[src/rtl/regfile_wb_arbiter.sv]
// Two-port writeback arbiter for the single register-file write port.
// Optional grant/conflict statistics counters: define WB_ARB_STATS_EN.
module regfile_wb_arbiter #(
  parameter int DATA_W = 32,
  parameter int ADDR_W = 5,
  parameter int NREGS  = 16
) (
  input  logic              clk,
  input  logic              rst_n,
  input  logic              p0_valid,
  output logic              p0_ready,
  input  logic [ADDR_W-1:0] p0_rd,
  input  logic [DATA_W-1:0] p0_data,
  input  logic              p1_valid,
  output logic              p1_ready,
  input  logic [ADDR_W-1:0] p1_rd,
  input  logic [DATA_W-1:0] p1_data,
  output logic              rf_write,
  output logic [ADDR_W-1:0] rf_rd,
  output logic [DATA_W-1:0] rf_in,
  output logic [NREGS-1:0]  pending_mask,
  output logic              err_oob,
  input  logic              err_clr
`ifdef WB_ARB_STATS_EN
  ,
  output logic [15:0]       grant_cnt0,
  output logic [15:0]       grant_cnt1,
  output logic [15:0]       conflict_cnt
`endif
);

  function automatic logic in_range(input logic [ADDR_W-1:0] rd);
    return int'(rd) < NREGS;
  endfunction

  logic              h0_vld_p0, h1_vld_p0;
  logic [ADDR_W-1:0] h0_rd_p0, h1_rd_p0;
  logic [DATA_W-1:0] h0_data_p0, h1_data_p0;
  logic              h1_older_p0;
  logic              rr_last;

  logic              both, g0, g1, g_vld, g_wr, g_oob, acc0, acc1;
  logic [ADDR_W-1:0] g_rd;
  logic [DATA_W-1:0] g_data;

  always_comb begin
    both = h0_vld_p0 && h1_vld_p0;
    g0   = 1'b0;
    g1   = 1'b0;
    if (both) begin
      // Same destination: age decides; otherwise alternate against the last contention winner.
      g1 = (h0_rd_p0 == h1_rd_p0) ? h1_older_p0 : ~rr_last;
      g0 = ~g1;
    end else begin
      g0 = h0_vld_p0;
      g1 = h1_vld_p0;
    end
    g_vld  = g0 || g1;
    g_rd   = g1 ? h1_rd_p0 : h0_rd_p0;
    g_data = g1 ? h1_data_p0 : h0_data_p0;
    g_wr   = g_vld && in_range(g_rd) && (g_rd != '0);
    g_oob  = g_vld && !in_range(g_rd);
  end

  assign p0_ready = !h0_vld_p0 || g0;
  assign p1_ready = !h1_vld_p0 || g1;
  assign acc0     = p0_valid && p0_ready;
  assign acc1     = p1_valid && p1_ready;

  always_comb begin
    pending_mask = '0;
    for (int r = 1; r < NREGS; r++) begin
      pending_mask[r] = (h0_vld_p0 && int'(h0_rd_p0) == r) ||
                        (h1_vld_p0 && int'(h1_rd_p0) == r);
    end
  end

  // Stage p0: holding registers and arbitration state
  always_ff @(posedge clk or negedge rst_n) begin
    if (!rst_n) begin
      h0_vld_p0   <= 1'b0;
      h1_vld_p0   <= 1'b0;
      h1_older_p0 <= 1'b0;
      rr_last     <= 1'b1;
    end else begin
      h0_vld_p0 <= acc0 || (h0_vld_p0 && !g0);
      h1_vld_p0 <= acc1 || (h1_vld_p0 && !g1);
      if (acc1)
        h1_older_p0 <= 1'b0;
      else if (acc0)
        h1_older_p0 <= 1'b1;
      if (both)
        rr_last <= g1;
    end
  end

  always_ff @(posedge clk) begin
    if (acc0) begin
      h0_rd_p0   <= p0_rd;
      h0_data_p0 <= p0_data;
    end
    if (acc1) begin
      h1_rd_p0   <= p1_rd;
      h1_data_p0 <= p1_data;
    end
  end

  // Stage p1: registered register-file write port and error flag
  always_ff @(posedge clk or negedge rst_n) begin
    if (!rst_n) begin
      rf_write <= 1'b0;
      rf_rd    <= '0;
      rf_in    <= '0;
      err_oob  <= 1'b0;
    end else begin
      rf_write <= g_wr;
      if (g_wr) begin
        rf_rd <= g_rd;
        rf_in <= g_data;
      end
      if (g_oob)
        err_oob <= 1'b1;
      else if (err_clr)
        err_oob <= 1'b0;
    end
  end

`ifdef WB_ARB_STATS_EN
  function automatic logic [15:0] sat_inc(input logic [15:0] c);
    return (c == 16'hFFFF) ? c : c + 16'd1;
  endfunction

  always_ff @(posedge clk or negedge rst_n) begin
    if (!rst_n) begin
      grant_cnt0   <= '0;
      grant_cnt1   <= '0;
      conflict_cnt <= '0;
    end else begin
      if (g0)
        grant_cnt0 <= sat_inc(grant_cnt0);
      if (g1)
        grant_cnt1 <= sat_inc(grant_cnt1);
      if (both)
        conflict_cnt <= sat_inc(conflict_cnt);
    end
  end
`endif

endmodule

[config.mk]
export PLATFORM = sky130hd
export DESIGN_NAME = regfile_wb_arbiter
export DESIGN_NICKNAME = d
export VERILOG_FILES = /design/src/rtl/regfile_wb_arbiter.sv
export SDC_FILE = /design/constraint.sdc
export NUM_CORES = 1
export LEC_CHECK = 0
export BUFFER_PORTS_ARGS = -buffer_cell sky130_fd_sc_hd__buf_2
export CAP_MARGIN = 20
export CORE_ASPECT_RATIO = 1.75
export CORE_UTILIZATION = 50
export DETAILED_ROUTE_END_ITERATION = 8
export MAX_ROUTING_LAYER = met4
export PLACE_DENSITY = 0.86
export SYNTH_ARGS = -nofsm -noshare
export SYNTH_HDL_FRONTEND = slang
export SYNTH_SLANG_ARGS = --single-unit
[constraint.sdc]
create_clock -name clk -period 4.1 [get_ports clk]
set_clock_uncertainty 0.15 [all_clocks]
set_input_delay 0.615 -clock clk [delete_from_list [all_inputs] [get_ports clk]]
set_output_delay 0.615 -clock clk [all_outputs]
set_load 0.01 [all_outputs]
==> results of run 1 <==
## critical path: stages, from the launching register on
cell and delay (ns):
edfxtp_1 0.46, xor2_1 0.23, or3_4 0.44, nor3_2 0.22
nor2_1 0.10, nor2_1 0.31, inv_1 0.07, buf_2 0.14
## final cells by class
| class | instances | area [sq um] | share of cell area [%] |
|---|---|---|---|
| Clock inverter | 4 | 68.8 | 1.14 |
| Timing Repair Buffer | 137 | 693 | 11.5 |
| Clock buffer | 28 | 527 | 8.73 |
| Antenna cell | 1 | 2.50 | 0.0415 |
| Tap cell | 120 | 150 | 2.49 |
| Multi-Input combinational cell | 115 | 896 | 14.9 |
| Inverter | 105 | 394 | 6.54 |
| Sequential cell | 117 | 3300 | 54.7 |
## cell usage after synthesis (all sizes together)
| library cell | instances |
|---|---|
| inv | 105 |
| edfxtp | 74 |
| dfrtp | 42 |
| a222oi | 33 |
| o22ai | 15 |
| buf | 12 |
| nand2 | 7 |
| nor2 | 7 |
| or3 | 7 |
| nand2b | 6 |
| mux2i | 4 |
| nand3 | 4 |
| and2 | 3 |
| nor3 | 3 |
| o2bb2ai | 3 |
| xor2 | 3 |
| o21a | 2 |
| o21ai | 2 |
| or2 | 2 |
| xnor2 | 2 |
| a21bo | 1 |
| and4b | 1 |
| conb | 1 |
| dfstp | 1 |
| nand4b | 1 |
| nor2b | 1 |
| o2111ai | 1 |
| o211a | 1 |
| o221ai | 1 |
| o22a | 1 |
| o311ai | 1 |
| o31a | 1 |
| o31ai | 1 |
## layer usage
| metal | wire length [um] | share of wire, % | vias to the layer above | GRT usage, % |
|---|---|---|---|---|
| met5 | 0 | 0 | - | - |
| met4 | 298 | 2.9 | 0 | 12.4 |
| met3 | 524 | 5.1 | 16 | 6.56 |
| met2 | 5850 | 57 | 159 | 41.0 |
| met1 | 3600 | 35 | 1629 | 23.9 |
| li1 | - | - | 1525 | - |
## stage by stage
step / cell area (sq um) / hold WS [ns] / total power [mW] / std cells
floorplan: 4680 / 0.169 / 2.41 / 349
global placement: 5430 / 0.313 / 2.74 / 594
detailed placement: 5430 / 0.325 / 2.80 / 594
CTS: 6030 / 0.215 / 4.26 / 626
global route: 6030 / 0.208 / 4.45 / 627
finish: 6030 / 0.233 / 4.23 / 627
## worst min-delay path by stage
stage	cells after the start	slack (ns)	end	from
2_1_floorplan	0	0.17	err_oob	rst_n
6_report	1	0.23	rf_in[27]	rst_n
3_5_place_dp	1	0.33	rf_rd[1]	rf_rd[1]
5_1_grt	1	0.21	h1_data_p0[1]	p1_data[1]
4_1_cts	1	0.21	h1_data_p0[1]	p1_data[1]
3_3_place_gp	2	0.31	rr_last	rr_last
## power by group
part	total (mW)	leakage, nW	internal, mW	switching [mW]
combinational	1.04	1.40	0.430	0.612
sequential	1.75	1.19	1.59	0.159
clock	1.45	0.292	0.988	0.459
total	4.23	2.89	3.00	1.23
## logic make-up (layout without fill, tap and decap cells)
| group | count (synthesis) | after routing | share of synthesized area, % |
|---|---|---|---|
| other cells | 1 | 2 | 0.0801 |
| compound gates | 63 | 63 | 12.0 |
| flops | 117 | 117 | 70.5 |
| simple gates | 42 | 42 | 5.03 |
| buf+inv | 117 | 274 | 10.6 |
| mux | 4 | 4 | 0.856 |
| xor+xnor | 5 | 5 | 0.936 |
## sequential cells by signal, summed over array words and instances (netlist names)
signal	count
rf_rd	5
h1_older_p0	1
h0_rd_p0	5
rr_last	1
err_oob	1
h0_vld_p0	1
h0_data_p0	32
h1_vld_p0	1
rf_in	32
h1_rd_p0	5
h1_data_p0	32
rf_write	1
==> flow_summary.toml, run 1 <==
[setup_path]
reg2reg_to = "rf_in[23]"
crit_fanout = 6
worst_setup_path_start_kind = "register"
cp-endpoint = "p1_ready"
r2r_slack_ns = 1.15
cp.arrival_ns = 2.37
worst-endpoint-required_ns = 3.34
critPathLaunch = "h1_rd_p0[0]"
worstSetupEndpointType = "primary output"
rr_startpoint = "h1_rd_p0[0]"
reg2reg_depth = 7
path_class = "register to primary output"

[place]
gp_congestion = 0.965
io_buffers = 134
dp_hpwl_mm = 7.05
dp_slack_ns = 1.20

[logic_synthesis]
synth.net_count = 428
synth_cells = 349
synthDistinctLibCells = 38
yosys-top-cells-area = "edfxtp_1, dfrtp_1, inv_1, a222oi_1, o22ai_1"
ys_warn_count = 0
syn_area_sq_um = 4680
syn_area_per_cell_sq_um = 13.4
yosysSeqAreaShare_pct = 70.5
synth_area_leader_cell = "edfxtp_1"
synth_top_area_share_pct = 47.5
synth-seq-cells = 117

[sta]
finalWorstSetupSlack_ns = 0.963
finalSetupTns_ns = 0
fmax_mhz = 319
period_needed_ns = 3.14
fin_crit_sh_pct = 76.5
slew_headroom_pct = 33.7
setup_viol = 0
drv_slew = 0
hold_violations = 0
worst_pin_slew_ns = 0.994
rsz0062_at_grt = "false"

[clock_tree]
post_cts_buffers = 0
cts_buffer_depth = 2
cts_hold_buf = 0
ctsResizeCount = 0
cts_tree = "built"
cts-root-buf = "clkbuf_16"
cts_buffers = 17
clock_latency_ns = 0.40
clkTransAtPathRegs_ns = 0.05
cts_sinks = 117
h-tree-depth = 4

[floorplan]
core_sq_um = 9090
rows = 46
die_w_um = 75.1
io_pins = 136
fp.dieH_um = 130
die_area_sq_um = 9770
start_util_pct = 51.5

[job]
drv_cap = 0

[power_and_ir_drop]
leakage_nw = 2.89
ir_drop_v = 0.000408
powerDensity_nw_per_um2 = 702

[detailed_routing]
drtIter0Drc = 293
vias_per_cell = 5.31
via_count = 3329
firstDrtPassIters = 6
ant_nets = 0
drc_errors = 0
wl_mm = 10.3
wl_per_cell_um = 16.4

[grt]
antenna_found_initial = 1
grt_pass1_wl_mm = 15.8
grt_pass1_vias = 3326
gr-total-overflow = 0
grt_max_degree = 44
grt_usage_pct = 23.8

[finish]
area_delta_synth_final_pct = 28.9
nFillCells = 682
nNetsFinal = 572
final_common_cell = "buf_2"
final_cell_mix = "buf_2, inv_1, edfxtp_1, dfrtp_1, a222oi_1"
fin_util_pct = 66.3
final_layout_size_suffix_gt1_share_pct = 34.4

[worst_hold_path]
hp-class = "primary input to async pin"

[run_status]
status = "finished, final reports clean"
Power figures use the tool's default switching activity.
==> run 2: changes to the inputs <==
- clock period: 4.1 -> 3.2 ns (I/O delays scaled with it)
==> run 2 against run 1 <==
Compared with the run above: final cell count increased by 0.32%; flip-flop and latch count unchanged; combinational power increased by 31%; clock power increased by 21%; non-clock buffer count increased by 1; global-route usage decreased by 0.54 points; core utilization increased by 0.055 points; largest cell class unchanged; count of clock-buffer cells in the layout decreased by 5.
==> flow_summary.toml, run 2 (same netlist as run 1, synthesis figures left out) <==
[grt]
gr-total-overflow = 0
top_usage_layer = "met2"
met2_usage_pct = 39.3
grt_max_degree = 44
antenna_found_initial = 1
grtUsageMet1_pct = 22.3
grtUsageMet3_pct = 6.49
grt_pass1_vias = 3245
grt_pass1_wl_mm = 15.4
grt_usage_pct = 23.2

[power_and_ir_drop]
leakage_nw = 2.89
powerDensity_nw_per_um2 = 887
ir_drop_v = 0.000543

[detailed_routing]
vias_per_cell = 5.24
via_count = 3299
ant_nets = 0
firstDrtPassIters = 6
drc_errors = 0
wl_mm = 10.2
wl_per_cell_um = 16.1
drtIter0Drc = 344

[setup_path]
worstPathCellList = "xor2_1 -> or3_4 -> nor3_2 -> nor2_1 -> nor2_1 -> inv_1 -> buf_2"
cp_top_family = "simple AND/OR/NAND/NOR gates"
reg2reg_to = "h0_data_p0[13]"
crit_path_frequent_cell = "nor2_1"
worstSetupEndpointType = "primary output"
critPathBufInv = 2
reg2reg_depth = 5
cp_slowest_cell = "edfxtp_1"
crit_fanout = 6
worst-endpoint-required_ns = 2.57
r2r_slack_ns = 0.33
cp.depth = 7
cp.arrival_ns = 2.34
critPathLaunch = "h1_rd_p0[0]"
worst_setup_path_start_kind = "register"
path_class = "register to primary output"
rr_startpoint = "h1_rd_p0[0]"
cpPeakStageDelay_ns = 0.45
cp-endpoint = "p1_ready"

[sta]
finalSetupTns_ns = 0
slew_headroom_pct = 34.9
rsz0062_at_grt = "false"
hold_violations = 0
worst_pin_slew_ns = 0.977
fmax_mhz = 337
period_needed_ns = 2.97
holdWs_ns = 0.0856
drv_slew = 0
setup_viol = 0
fin_crit_sh_pct = 92.8

[place]
gp_congestion = 0.853
dp_hpwl_mm = 7.07
place_area_sq_um = 5470
place_inst = 595
io_buffers = 134

[finish]
seqCellArea_sq_um = 3300
reg_top3 = "h0_data_p0 (32), h1_data_p0 (32), rf_in (32)"
finalInstanceArea_sq_um = 6040
area_delta_synth_final_pct = 29.0
final_cell_mix = "buf_2, inv_1, edfxtp_1, dfrtp_1, a222oi_1"
multi_input_area_sq_um = 896
nNetsFinal = 573
final_common_cell = "buf_2"
final_layout_size_suffix_gt1_share_pct = 35.1
instances_no_fill = 629
nFillCells = 700

[clock_tree]
cts_sinks = 117
post_cts_buffers = 0
cts-root-buf = "clkbuf_16"
ctsResizeCount = 0
clock_latency_ns = 0.40
cts_buffer_depth = 2
cts_buffers = 17
clkTransAtPathRegs_ns = 0.05
cts_tree = "built"
h-tree-depth = 4
cts_hold_buf = 0

[floorplan]
rows = 46
start_util_pct = 51.5
core_sq_um = 9090
fp.dieH_um = 130
io_pins = 136
die_w_um = 75.1
die_area_sq_um = 9770

[job]
drv_cap = 0

[run_status]
status = "finished, final reports clean"

[worst_hold_path]
hp-class = "primary input to async pin"
run 2: cell count changes in the layout (fill, tap and decap cells not counted), sizes merged:
| cell | previous run | this run |
|---|---|---|
| buf | 137 | 138 |
| clkinv | 2 | 7 |
| clkbuf | 28 | 23 |
| clkinvlp | 0 | 1 |
| diode | 1 | 2 |
| bufinv | 2 | 1 |
run 2: where the power goes:
group	internal [mW]	switching, mW	total [mW]
clock network	1.14	0.610	1.75
registers	2.03	0.203	2.23
logic	0.577	0.785	1.36
total	3.75	1.60	5.35
run 2: layout make-up:
type,count,area share [%]
Inverter,105,6.53
Clock buffer,23,8.11
Multi-Input combinational cell,115,14.8
Clock inverter,9,1.26
Sequential cell,117,54.7
Tap cell,120,2.49
Timing Repair Buffer,138,12.0
Antenna cell,2,0.0829
run 2: how the worst min path moves through the flow:
| stage | from | endpoint | slack, ns | cells past startpoint |
|---|---|---|---|---|
| final | rst_n | rf_write | 0.09 | 1 |
| after global routing | p1_data[4] | h1_data_p0[4] | 0.08 | 1 |
| after CTS | p1_data[4] | h1_data_p0[4] | 0.08 | 1 |
| after detailed placement | rf_rd[4] | rf_rd[4] | 0.32 | 1 |
| after global placement | rr_last | rr_last | 0.31 | 2 |
| after floorplan | rst_n | err_oob | 0.03 | 0 |
run 2: layer usage:
metal  wire length [um]  vias up
met3                510       40
met1               3590     1574
met5                  0        -
met4                518        0
met2               5530      160
li1                   -     1525
run 2: through the flow:
stage / utilization [%] / power (mW) / worst slack [ns]
floorplan: - / 3.08 / 0.235
global placement: 60.1 / 3.54 / 0.420
detailed placement: 60.1 / 3.62 / 0.323
CTS: 66.3 / 5.40 / 0.232
global route: 66.3 / 5.61 / 0.0936
finish: 66.4 / 5.35 / 0.231
run 2: worst register-to-register path: stages, from the launching register on:
cell and delay (ns):
edfxtp_1 0.45, xor2_1 0.22, or3_4 0.44, nor3_2 0.22, or3_1 0.22, and2_2 0.76
